`src/rtl/fib_rr_scheduler_if.sv`:
```
// Requester and engine signal bundle for fib_rr_scheduler.
// The scheduler takes the slave view; whatever drives the requesters and the engine takes the master view.
interface fib_rr_scheduler_if #(
  parameter int NREQ = 4,
  parameter int IW   = 5,
  parameter int FW   = 20
);
  logic [NREQ-1:0]    req;
  logic [NREQ*IW-1:0] req_idx;
  logic [NREQ-1:0]    gnt;
  logic [NREQ-1:0]    rsp_valid;
  logic [NREQ-1:0]    rsp_ready;
  logic [FW-1:0]      rsp_data;
  logic               rsp_err;
  logic               eng_start;
  logic [IW-1:0]      eng_i;
  logic               eng_ready;
  logic               eng_done_tick;
  logic [FW-1:0]      eng_f;

  modport slave (
    input  req, req_idx, rsp_ready, eng_ready, eng_done_tick, eng_f,
    output gnt, rsp_valid, rsp_data, rsp_err, eng_start, eng_i
  );

  modport master (
    output req, req_idx, rsp_ready, eng_ready, eng_done_tick, eng_f,
    input  gnt, rsp_valid, rsp_data, rsp_err, eng_start, eng_i
  );
endinterface

```
`src/rtl/fib_rr_scheduler.sv`:
```
// Round-robin scheduler sharing one Fibonacci engine among NREQ requesters,
// with a per-transaction engine timeout and a valid/ready response per requester.
module fib_rr_scheduler #(
  parameter int NREQ = 4,
  parameter int IW   = 5,
  parameter int FW   = 20,
  parameter int TMO  = 64
) (
  input  logic               clk,
  input  logic               reset_n,
  fib_rr_scheduler_if.slave  bus,
  output logic               busy
);

  localparam int LW = (NREQ > 1) ? $clog2(NREQ) : 1;
  localparam int TW = $clog2(TMO);
  localparam logic [TW-1:0] TMO_LAST = TW'(TMO - 1);

  typedef enum logic [1:0] {IDLE, ISSUE, WAIT, RESP} state_t;

  state_t          state_q;
  logic [LW-1:0]   last_q;
  logic [LW-1:0]   owner_q;
  logic [IW-1:0]   idx_q;
  logic [FW-1:0]   data_q;
  logic            err_q;
  logic [TW-1:0]   tmo_q;
  logic [NREQ-1:0] gnt_q;
  logic [NREQ-1:0] rsp_valid_q;
  logic            start_q;
  logic            busy_q;

  logic            win_vld_d;
  logic [LW-1:0]   win_d;
  logic [IW-1:0]   win_idx_d;
  logic [IW-1:0]   idx_arr [NREQ];

  function automatic logic [NREQ-1:0] onehot(input logic [LW-1:0] k);
    return {{(NREQ-1){1'b0}}, 1'b1} << k;
  endfunction

  // Search starts just after the last served requester, so the last one has lowest priority.
  always_comb begin
    logic [LW-1:0] k;
    k         = '0;
    win_vld_d = 1'b0;
    win_d     = '0;
    win_idx_d = '0;
    for (int n = 0; n < NREQ; n++) begin
      idx_arr[n] = bus.req_idx[n*IW +: IW];
    end
    for (int j = 1; j <= NREQ; j++) begin
      k = LW'((int'(last_q) + j) % NREQ);
      if (!win_vld_d && bus.req[k]) begin
        win_vld_d = 1'b1;
        win_d     = k;
        win_idx_d = idx_arr[k];
      end
    end
  end

  always_ff @(posedge clk or negedge reset_n) begin
    if (!reset_n) begin
      state_q     <= IDLE;
      last_q      <= LW'(NREQ - 1);
      owner_q     <= '0;
      idx_q       <= '0;
      data_q      <= '0;
      err_q       <= 1'b0;
      tmo_q       <= '0;
      gnt_q       <= '0;
      rsp_valid_q <= '0;
      start_q     <= 1'b0;
      busy_q      <= 1'b0;
    end else begin
      gnt_q   <= '0;
      start_q <= 1'b0;
      case (state_q)
        IDLE: begin
          if (win_vld_d && bus.eng_ready) begin
            owner_q <= win_d;
            idx_q   <= win_idx_d;
            gnt_q   <= onehot(win_d);
            start_q <= 1'b1;
            busy_q  <= 1'b1;
            state_q <= ISSUE;
          end
        end
        ISSUE: begin
          tmo_q   <= '0;
          state_q <= WAIT;
        end
        WAIT: begin
          // A completion in the final timeout cycle still wins over the timeout.
          if (bus.eng_done_tick) begin
            data_q      <= bus.eng_f;
            err_q       <= 1'b0;
            rsp_valid_q <= onehot(owner_q);
            state_q     <= RESP;
          end else if (tmo_q == TMO_LAST) begin
            data_q      <= '0;
            err_q       <= 1'b1;
            rsp_valid_q <= onehot(owner_q);
            state_q     <= RESP;
          end else begin
            tmo_q <= tmo_q + 1'b1;
          end
        end
        RESP: begin
          if (bus.rsp_ready[owner_q]) begin
            last_q      <= owner_q;
            rsp_valid_q <= '0;
            busy_q      <= 1'b0;
            state_q     <= IDLE;
          end
        end
        default: begin
          rsp_valid_q <= '0;
          busy_q      <= 1'b0;
          state_q     <= IDLE;
        end
      endcase
    end
  end

  assign bus.gnt       = gnt_q;
  assign bus.eng_start = start_q;
  assign bus.eng_i     = start_q ? idx_q : '0;
  assign bus.rsp_valid = rsp_valid_q;
  assign bus.rsp_data  = (|rsp_valid_q) ? data_q : '0;
  assign bus.rsp_err   = (|rsp_valid_q) & err_q;
  assign busy          = busy_q;

endmodule

```
`src/flat_wrapper.sv`:
```
// flat-port wrapper written by rule: the top's interface ports become plain ports
module fib_rr_scheduler_flat 
#(
  parameter int NREQ = 4,
  parameter int IW   = 5,
  parameter int FW   = 20,
  parameter int TMO  = 64
)
  (clk, reset_n, busy, bus_req, bus_req_idx, bus_rsp_ready, bus_eng_ready, bus_eng_done_tick, bus_eng_f, bus_gnt, bus_rsp_valid, bus_rsp_data, bus_rsp_err, bus_eng_start, bus_eng_i);
  fib_rr_scheduler_if #(.NREQ(NREQ), .IW(IW), .FW(FW)) bus_i ();
  input  logic clk;
  input  logic reset_n;
  output logic busy;
  input wire logic [$bits(bus_i.req)-1:0] bus_req;
  input wire logic [$bits(bus_i.req_idx)-1:0] bus_req_idx;
  input wire logic [$bits(bus_i.rsp_ready)-1:0] bus_rsp_ready;
  input wire logic [$bits(bus_i.eng_ready)-1:0] bus_eng_ready;
  input wire logic [$bits(bus_i.eng_done_tick)-1:0] bus_eng_done_tick;
  input wire logic [$bits(bus_i.eng_f)-1:0] bus_eng_f;
  output wire logic [$bits(bus_i.gnt)-1:0] bus_gnt;
  output wire logic [$bits(bus_i.rsp_valid)-1:0] bus_rsp_valid;
  output wire logic [$bits(bus_i.rsp_data)-1:0] bus_rsp_data;
  output wire logic [$bits(bus_i.rsp_err)-1:0] bus_rsp_err;
  output wire logic [$bits(bus_i.eng_start)-1:0] bus_eng_start;
  output wire logic [$bits(bus_i.eng_i)-1:0] bus_eng_i;
  assign bus_i.req = bus_req;
  assign bus_i.req_idx = bus_req_idx;
  assign bus_i.rsp_ready = bus_rsp_ready;
  assign bus_i.eng_ready = bus_eng_ready;
  assign bus_i.eng_done_tick = bus_eng_done_tick;
  assign bus_i.eng_f = bus_eng_f;
  assign bus_gnt = bus_i.gnt;
  assign bus_rsp_valid = bus_i.rsp_valid;
  assign bus_rsp_data = bus_i.rsp_data;
  assign bus_rsp_err = bus_i.rsp_err;
  assign bus_eng_start = bus_i.eng_start;
  assign bus_eng_i = bus_i.eng_i;
  fib_rr_scheduler #(.NREQ(NREQ), .IW(IW), .FW(FW), .TMO(TMO)) u_core (.clk(clk), .reset_n(reset_n), .bus(bus_i), .busy(busy));
endmodule
```
`config.mk`:
```
export PLATFORM = sky130hd
export DESIGN_NAME = fib_rr_scheduler_flat
export DESIGN_NICKNAME = d
export VERILOG_FILES = /design/src/rtl/fib_rr_scheduler_if.sv /design/src/rtl/fib_rr_scheduler.sv /design/src/flat_wrapper.sv
export SDC_FILE = /design/constraint.sdc
export NUM_CORES = 1
export LEC_CHECK = 0
export BUFFER_PORTS_ARGS = -buffer_cell sky130_fd_sc_hd__buf_4
export CAP_MARGIN = 20
export CORE_ASPECT_RATIO = 0.75
export CORE_UTILIZATION = 52
export DETAILED_ROUTE_END_ITERATION = 8
export GPL_TIMING_DRIVEN = 0
export MAX_ROUTING_LAYER = met4
export PLACE_DENSITY = 0.91
export SETUP_SLACK_MARGIN = 0.4
export SKIP_LAST_GASP = 1
export SLEW_MARGIN = 20
export SYNTH_ARGS = -nofsm -noshare
export SYNTH_HDL_FRONTEND = slang
export SYNTH_SLANG_ARGS = --single-unit
```
`constraint.sdc`:
```
create_clock -name clk -period 2.97 [get_ports clk]
set_clock_uncertainty 0.15 [all_clocks]
set_input_delay 0.1485 -clock clk [delete_from_list [all_inputs] [get_ports clk]]
set_output_delay 0.1485 -clock clk [all_outputs]
set_load 0.01 [all_outputs]
```
* After elaboration in Yosys (flattened, before gate mapping)
Index checks and enable logic that the tools add are counted.
** Cells by class
- Add/subtract/negate cells :: 5
- Multiply operators :: 0
- Divide/modulo/power cells :: 0
- $lt $le $gt $ge :: 9
- Equal/unequal tests :: 9
- Shift-type cells :: 2
- Muxes and demuxes :: 59
- Bitwise operators :: 5
- Reductions and logical operators :: 20
** Operators with widths (count)
- $mux W5 :: 13
- $mux W20 :: 3
- $bmux W5 S2 :: 4
- $mux W4 :: 5
- $mux W2 :: 8
- $lt A2 B3 Y1 const B :: 5
- $mux W1 :: 15
- $ge A3 B3 Y1 const B :: 4
- $mux W6 :: 2
- $not A2 Y3 :: 4
- $pmux W6 S2 :: 1
- $reduce_and A3 Y1 :: 4
- $bmux W1 S2 :: 5
- $pmux W2 S4 :: 1
- $pmux W4 S2 :: 1
- $reduce_bool A2 Y1 :: 4
- $shl A1 B2 Y4 const A :: 2
- $add A6 B1 Y6 const B :: 1
- $eq A6 B6 Y1 const B :: 1
- $reduce_and A2 Y1 :: 3
- $add A2 B1 Y2 const B :: 2
- $add A2 B2 Y2 const B :: 2
- $eq A2 B2 Y1 const B :: 2
- $logic_and A1 B1 Y1 :: 4
- other kinds (9) :: 13
** Word-level totals
- Register bits :: 48
- Bits in latches :: 0
- RAM bits :: 0
- ROM bits :: 0
- Output and inout bits :: 36
- Memories kept :: 0

* Longest topological paths before layout
Gate-level depths: netlist of run 1.
- Depth in word-level cells :: 16
- Mapped depth :: 7
- Gate-level depth less buffers :: 6

* Least setup slack after synthesis of run 1
Ideal clock, no wire load.
- Kind :: register -> register
- From :: reg u_core.tmo_q[0]
- To :: reg u_core.state_q[1]
- Data arrival time :: 1791 ps
- Required time :: 2693 ps
- Setup slack :: 901 ps
- Cell stages (with the launch flop) :: 7
- Buffers on the path :: 0
- Cell sequence :: dfrtp_1 ha_1 and3_1 a31oi_2 a22o_1 a21o_1 mux2_1
** Between the ends
- Cells in the longest elaborated chain, start to end :: 3
** RTL lines
- from (decl) :: line fib_rr_scheduler.sv:27 : logic [TW-1:0] tmo_q;
- from (signal assigned) :: line fib_rr_scheduler.sv:106 : tmo_q <= tmo_q + 1'b1;
- $eq A6 B6 Y1 :: line fib_rr_scheduler.sv:100 : end else if (tmo_q == TMO_LAST) begin
- $ne A3 B2 Y1 (no source line)
- $reduce_and A3 Y1 (no source line)
- to (signal assigned) :: line fib_rr_scheduler.sv:99 : state_q <= RESP;
- to (signal assigned) :: line fib_rr_scheduler.sv:104 : state_q <= RESP;
- to (signal assigned) :: line fib_rr_scheduler.sv:114 : state_q <= IDLE;
- to (decl) :: line fib_rr_scheduler.sv:21 : state_t state_q;
No other way between the ends.
A chain may end at the register's enable or synchronous reset.

* Final worst setup path of run 1
- From :: reg u_core.rsp_valid_q[1], in the netlist u_core.bus.rsp_valid[1]
- To :: out bus_rsp_data[16]
** Between the ends
- Cells in the longest elaborated chain, start to end :: 2
** RTL lines
- from (decl) :: line fib_rr_scheduler.sv:29 : logic [NREQ-1:0] rsp_valid_q;
- from (signal assigned) :: line fib_rr_scheduler.sv:98 : rsp_valid_q <= onehot(owner_q);
- from (signal assigned) :: line fib_rr_scheduler.sv:103 : rsp_valid_q <= onehot(owner_q);
- $reduce_or A4 Y1 :: line fib_rr_scheduler.sv:130 : assign bus.rsp_data = (|rsp_valid_q) ? data_q : '0;
- $mux W20 :: line fib_rr_scheduler.sv:130
- to (decl) :: line flat_wrapper.sv:22 : output wire logic [$bits(bus_i.rsp_data)-1:0] bus_rsp_data;
No other way between the ends.

==> results of run 1 <==
[power by group]
group / internal [W] / total (W) / switching (W)
combinational: 0.00100 / 0.00210 / 0.00109
sequential: 0.000914 / 0.00110 / 0.000183
clock: 0.000339 / 0.000580 / 0.000241
total: 0.00226 / 0.00377 / 0.00152
[through the flow]
step | cell area, um2 | power, W | setup slack (ps)
3_3_place_gp | 3816 | 0.003028 | 747.8
5_1_grt | 4164 | 0.004014 | 411.1
3_5_place_dp | 3816 | 0.003116 | 697.1
2_1_floorplan | 3069 | 0.002398 | 901.3
4_1_cts | 4164 | 0.003714 | 653.8
6_report | 4164 | 0.003773 | 494.1
[placed cells by master (no fill, tap or decap), types with 2 or more instances in the layout]
cell	count
mux4_2	2
nand2_1	29
or4_1	6
nor2_1	27
clkbuf_1	10
nand2b_1	3
buf_4	93
nor2b_1	22
ha_1	6
nand3_1	2
clkbuf_8	5
mux2i_1	6
a211oi_1	2
o211ai_1	4
a31oi_1	4
or3_1	4
buf_2	4
a221o_1	5
nor2_2	2
a22o_1	25
nand4_1	11
dfrtp_1	46
and3b_1	2
dfstp_2	2
o21ai_0	6
dlygate4sd3_1	21
inv_1	6
nand4b_1	2
nor3_1	6
mux2_2	21
bufinv_16	2
a21oi_1	7
buf_6	3
or4bb_1	2
and2_1	6
nor3b_1	3
[worst max-delay path, cell delays in order, from the launching register on]
cell	delay, ps
dfrtp_1	400
nor4_1	690
clkbuf_1	480
nor2b_1	120
buf_4	170
[registers in the layout, summed over array words and instances (netlist names)]
name                  count
u_core.idx_q              5
u_core.owner_q            2
u_core.state_q            2
u_core.data_q            20
u_core.last_q             2
u_core.busy               1
u_core.bus.gnt            4
u_core.bus.eng_start      1
u_core.err_q              1
u_core.tmo_q              6
u_core.bus.rsp_valid      4
[final timing paths]
check	from	cells after the start	endpoint	slack [ps]
max	u_core.bus.rsp_valid[1]	4	bus_rsp_data[16]	490
min	bus_eng_done_tick	3	u_core.data_q[18]	110
max reg2reg	u_core.state_q[1]	7	u_core.idx_q[3]	630
min reg2reg	u_core.idx_q[4]	2	u_core.idx_q[4]	350
max in group asynchronous	reset_n	2	u_core.busy	2040
min in group asynchronous	reset_n	2	u_core.data_q[0]	230
[Yosys cell counts (5+ instances only)]
| master | n |
|---|---|
| dfrtp_1 | 46 |
| mux2i_1 | 6 |
| inv_1 | 6 |
| a22o_1 | 25 |
| buf_4 | 6 |
| nand4_1 | 11 |
| clkbuf_1 | 10 |
| and2_1 | 6 |
| nor2b_1 | 22 |
| nand2_1 | 29 |
| nor3_1 | 6 |
| ha_1 | 6 |
| a221o_1 | 5 |
| a21oi_1 | 7 |
| nor2_1 | 27 |
| mux2_2 | 21 |
| or4_1 | 6 |
| o21ai_0 | 6 |
[cells by family after synthesis]
| group | Yosys count |
|---|---|
| adder cells (fa/ha/maj) | 6 |
| AO/OA/AOI/OAI | 65 |
| XOR/XNOR | 2 |
| AND/OR/NAND/NOR | 134 |
| multiplexers | 30 |
| flip-flops | 48 |
| buffers and inverters | 30 |
[area by class of cell]
type | instances | area, um2 | share of cell area (%)
Clock inverter | 3 | 68.82 | 1.653
Sequential cell | 48 | 1204 | 28.91
Timing Repair Buffer | 108 | 863.3 | 20.73
Multi-Input combinational cell | 237 | 1699 | 40.81
Inverter | 6 | 22.52 | 0.5409
Tap cell | 75 | 93.84 | 2.254
Buffer | 24 | 143.9 | 3.456
Clock buffer | 5 | 68.82 | 1.653
[metal layers]
metal  up-vias  global-route usage, %
li1       1379                      -
met1      1440                  38.07
met2       129                  45.83
met3        21                  5.044
met4         0                  8.669
met5         -                      -
==> impl_metrics.tcl, run 1 <==
set metrics [dict create \
    cts_hold_buffers 21 \
    cts-root-buf "clkbuf_8" \
    slew_headroom_pct 44.65 \
    diodes 0 \
    period_minus_slack_ps 2476 \
    ys_seq_area_share_pct 39.22 \
    wl_met3_um 515 \
    std_cell_rows 23 \
    synthAdderAreaFrac_pct 2.446 \
    clock_sinks 48 \
    critPathRequiredTime_ps 2670 \
    critPathMaxFanout 10 \
    cts_resized 0 \
    die_h_um 68.54 \
    htreeDepth 2 \
    synthXorXnorAreaFrac_pct 0.5707 \
    gp_congestion 0.9107 \
    p_per_area_mw_per_mm2 906.2 \
    cts_tree "built" \
    avgSynthCellArea_um2 9.743 \
    clkSlewWorstSetupHoldPaths_ps 100 \
    port_buffers 87 \
    wl_mm 8.519 \
    highest_layer "met4" \
    fp.dieArea_mm2 0.006217 \
    synth_top_area_cell "dfrtp_1" \
    ant_nets 0 \
    insertion_delay_ps 310 \
    total_leakage_power_nw 1.960 \
    rsz0062_at_grt "no" \
    grt_max_degree 49 \
    overflow 0 \
    yosys.area_share.simple_pct 23.93 \
    synth_top_area_share_pct 37.51 \
    post-route-util_pct 75.36 \
    ios 88 \
    coreArea_mm2 0.005525 \
    dp.cells 477 \
    grt_pass1_wl_mm 13.45 \
    synth_top_family_by_area "simple AND/OR/NAND/NOR gates" \
    grt_usage_pct 28.67 \
    met1Wirelength_mm 3.829 \
    netlist_instances 315 \
    maxCapViolCount 0 \
    setup_tns_ps 0 \
    crit_type "reg2out" \
    hold_violations 0 \
    wl_per_cell_um 16.84 \
    yosysWarnings 0 \
    cts_max_path_buffers 2 \
    whs_ps 114.7 \
    hpwl_mm 5.857 \
    synth-compound-area-share_pct 16.92 \
    die_w_um 90.71 \
    synth_area_leaders "dfrtp_1, mux2_2, a22o_1, nor2b_1, nand2_1" \
    vias 2969 \
    fmax_mhz 403.9 \
    instances_no_fill 506 \
    ys_types 56 \
    final_max_slew_viol_count 0 \
    async_reset_ff_share_pct 100.0 \
    drt_pre_antenna_iters 4 \
    antenna_found_initial 0 \
    ys_seq_elements 48 \
    synth_top_flop_cell "dfrtp_1" \
    period_share_pct 83.36 \
    finalSetupViolations 0 \
    synthMuxAreaShare_pct 11.50 \
    start_util_pct 55.55 \
    worst_pin_slew_ps 821.6 \
    via_per_inst 5.868 \
    synthToLayoutAreaGrowth_pct 35.67 \
    n_fill_cell 347 \
    cp-end-kind "output port" \
    synth_edf_count 0 \
    nets 488 \
    hold_class "in2reg" \
    route.detailed.drc 0 \
    cp-start-kind "flop" \
    ir_worst_vdd_mv 0.4774 \
    postCtsSetupBuffers 0 \
    grt_pass1_vias 2820 \
    wl_met2_mm 4.026 \
    crit_arrival_ps 2180 \
    cts_buffers 5 \
    syn_area_mm2 0.003069 \
    status "finished clean" \
    layout-drive-gt1-share_pct 33.18 \
    drt_iter0_markers 231 \
    synth_nets 373 \
]
Power figures use the tool's default switching activity.
==> inputs of run 2 (changes only) <==
Settings changed: CORE_UTILIZATION 52 to 47, PLACE_DENSITY 0.91 to 0.87.
Clock period 2.97 ns to 2.1 ns, I/O delays scaled along.
==> impl_metrics.tcl, run 2 (synthesis gave the netlist of run 1 again) <==
set metrics [dict create \
    nets 510 \
    hold_violations 0 \
    via_per_inst 6.135 \
    largestRegisters "u_core.data_q: 20 flops, u_core.tmo_q: 6 flops, u_core.idx_q: 5 flops" \
    final_common_cell "buf_4" \
    maxCapViolCount 0 \
    fp.dieArea_mm2 0.006861 \
    period_minus_slack_ps 2147 \
    wl_per_cell_um 19.97 \
    cp-end-kind "flop" \
    overflow 0 \
    crit_family "flip-flops" \
    coreArea_mm2 0.006319 \
    insertion_delay_ps 300 \
    regMostFlops "u_core.data_q" \
    layout-drive-gt1-share_pct 43.81 \
    ant_nets 0 \
    route.detailed.drc 0 \
    status "finished with violations" \
    port_buffers 87 \
    cts-root-buf "clkbuf_8" \
    crit_path_frequent_cell "buf_6" \
    slew_headroom_pct 44.16 \
    clock_sinks 48 \
    p_per_area_mw_per_mm2 1316 \
    final_cell_mix "buf_4, dfrtp_1, nor2_1" \
    ios 88 \
    gp_congestion 0.9075 \
    clkSlewWorstSetupHoldPaths_ps 90 \
    htreeDepth 2 \
    die_w_um 95.31 \
    grt_pass1_vias 3168 \
    wl_mm 10.64 \
    period_share_pct 102.2 \
    finalPower_w 0.006167 \
    start_util_pct 48.57 \
    cts_buffers 5 \
    cts_tree "built" \
    ff2ff_path_depth 6 \
    total_leakage_power_nw 2.198 \
    drt_pre_antenna_iters 5 \
    path_buf_inv 2 \
    whs_ps 115.9 \
    rsz0062_at_grt "yes" \
    cp-start-kind "flop" \
    std_cell_rows 25 \
    gr-max-usage-layer "met2" \
    critPathMaxFanout 10 \
    cts_max_path_buffers 2 \
    cpPeakStageDelay_ps 580 \
    hpwl_mm 5.912 \
    finalSetupViolations 4 \
    synthToLayoutAreaGrowth_pct 52.71 \
    ir_worst_vdd_mv 0.6222 \
    violations "setup timing" \
    largest_register_ffs 20 \
    grt_usage_pct 30.51 \
    fmax_mhz 465.8 \
    drt_iter0_markers 369 \
    path_cells "buf_6, mux4_2, buf_6, a221o_1, nand4b_1, nand4_1" \
    antenna_found_initial 0 \
    crit_type "reg2reg" \
    grt_max_degree 49 \
    final.setup.worst_slack_ps -46.73 \
    crit_arrival_ps 2180 \
    met1_usage_pct 39.23 \
    hold_class "in2reg" \
    die_h_um 71.99 \
    slowest_stage "dfstp_2" \
    worst_pin_slew_ps 828.8 \
    grtUsageMet3_pct 4.717 \
    cp.depth 6 \
    vias 3270 \
    critPathRequiredTime_ps 2130 \
    final_max_slew_viol_count 0 \
    grt_pass1_wl_mm 15.58 \
    gr-usage-met2_pct 49.13 \
    diodes 0 \
    hold_path_depth 3 \
]
run 2: per-layer routing:
| layer | part of all wire (%) | up-vias |
|---|---|---|
| li1 | - | 1435 |
| met2 | 49 | 214 |
| met1 | 39 | 1566 |
| met4 | 3.6 | 0 |
| met3 | 8.6 | 55 |
| met5 | 0 | - |
run 2: metrics by stage:
| step | utilization (%) | std cells | setup WS [ps] | setup TNS [ps] | area (um2) |
|---|---|---|---|---|---|
| after global placement | 61.80 | 483 | -40.93 | -160.1 | 3905 |
| after global routing | 74.18 | 533 | -87.98 | -344.5 | 4687 |
| after detailed placement | 61.80 | 483 | -246.3 | -1082 | 3905 |
| after CTS | 71.43 | 531 | -8.349 | -8.349 | 4513 |
| final | 74.18 | 533 | -46.73 | -116.3 | 4687 |
| after floorplan | - | 315 | 113.6 | 0 | 3151 |
run 2: final timing paths:
check	to	start	slack (ps)
setup / recovery	u_core.idx_q[3]	u_core.last_q[0]	-50
hold / removal	u_core.data_q[18]	bus_eng_done_tick	120
setup reg to reg	u_core.idx_q[3]	u_core.last_q[0]	-50
hold reg to reg	u_core.idx_q[0]	u_core.idx_q[0]	360
max in group asynchronous	u_core.owner_q[0]	reset_n	1160
min in group asynchronous	u_core.data_q[9]	reset_n	210
run 2: area by class of cell:
class                   instances  area (um2)
plain buffers                  24       245.2
repair buffers                130        1101
flip-flops and latches         48        1205
clock inverters                 1       8.758
multi-input cells             237        1921
well taps                      81       101.3
fillers                       387        1632
inverters                       6       22.52
clock buffers                   6       82.58
run 2: report_power, final:
group	total [W]	switching, W	internal (W)	leakage, nW
logic	0.00398	0.00192	0.00206	1.54
registers	0.00160	0.000308	0.00130	0.610
clock network	0.000579	0.000316	0.000263	0.0473
run 2: worst reg2reg max path, stage by stage (launching register included):
cell      delay (ps)
dfstp_2          580
buf_6            120
mux4_2           520
buf_6            160
a221o_1          310
nand4b_1         110
nand4_1           80
run 2: what timing repair did:
item / CTS / global route
hold buffers: 21 / 0
buffers inserted: 16 / 2
cloned: 4 / 0
resized for setup: 41 / 45
endpoints found under the hold margin: 66 / 0
pin swaps: 32 / 12
setup endpoints to repair: 67 / 65
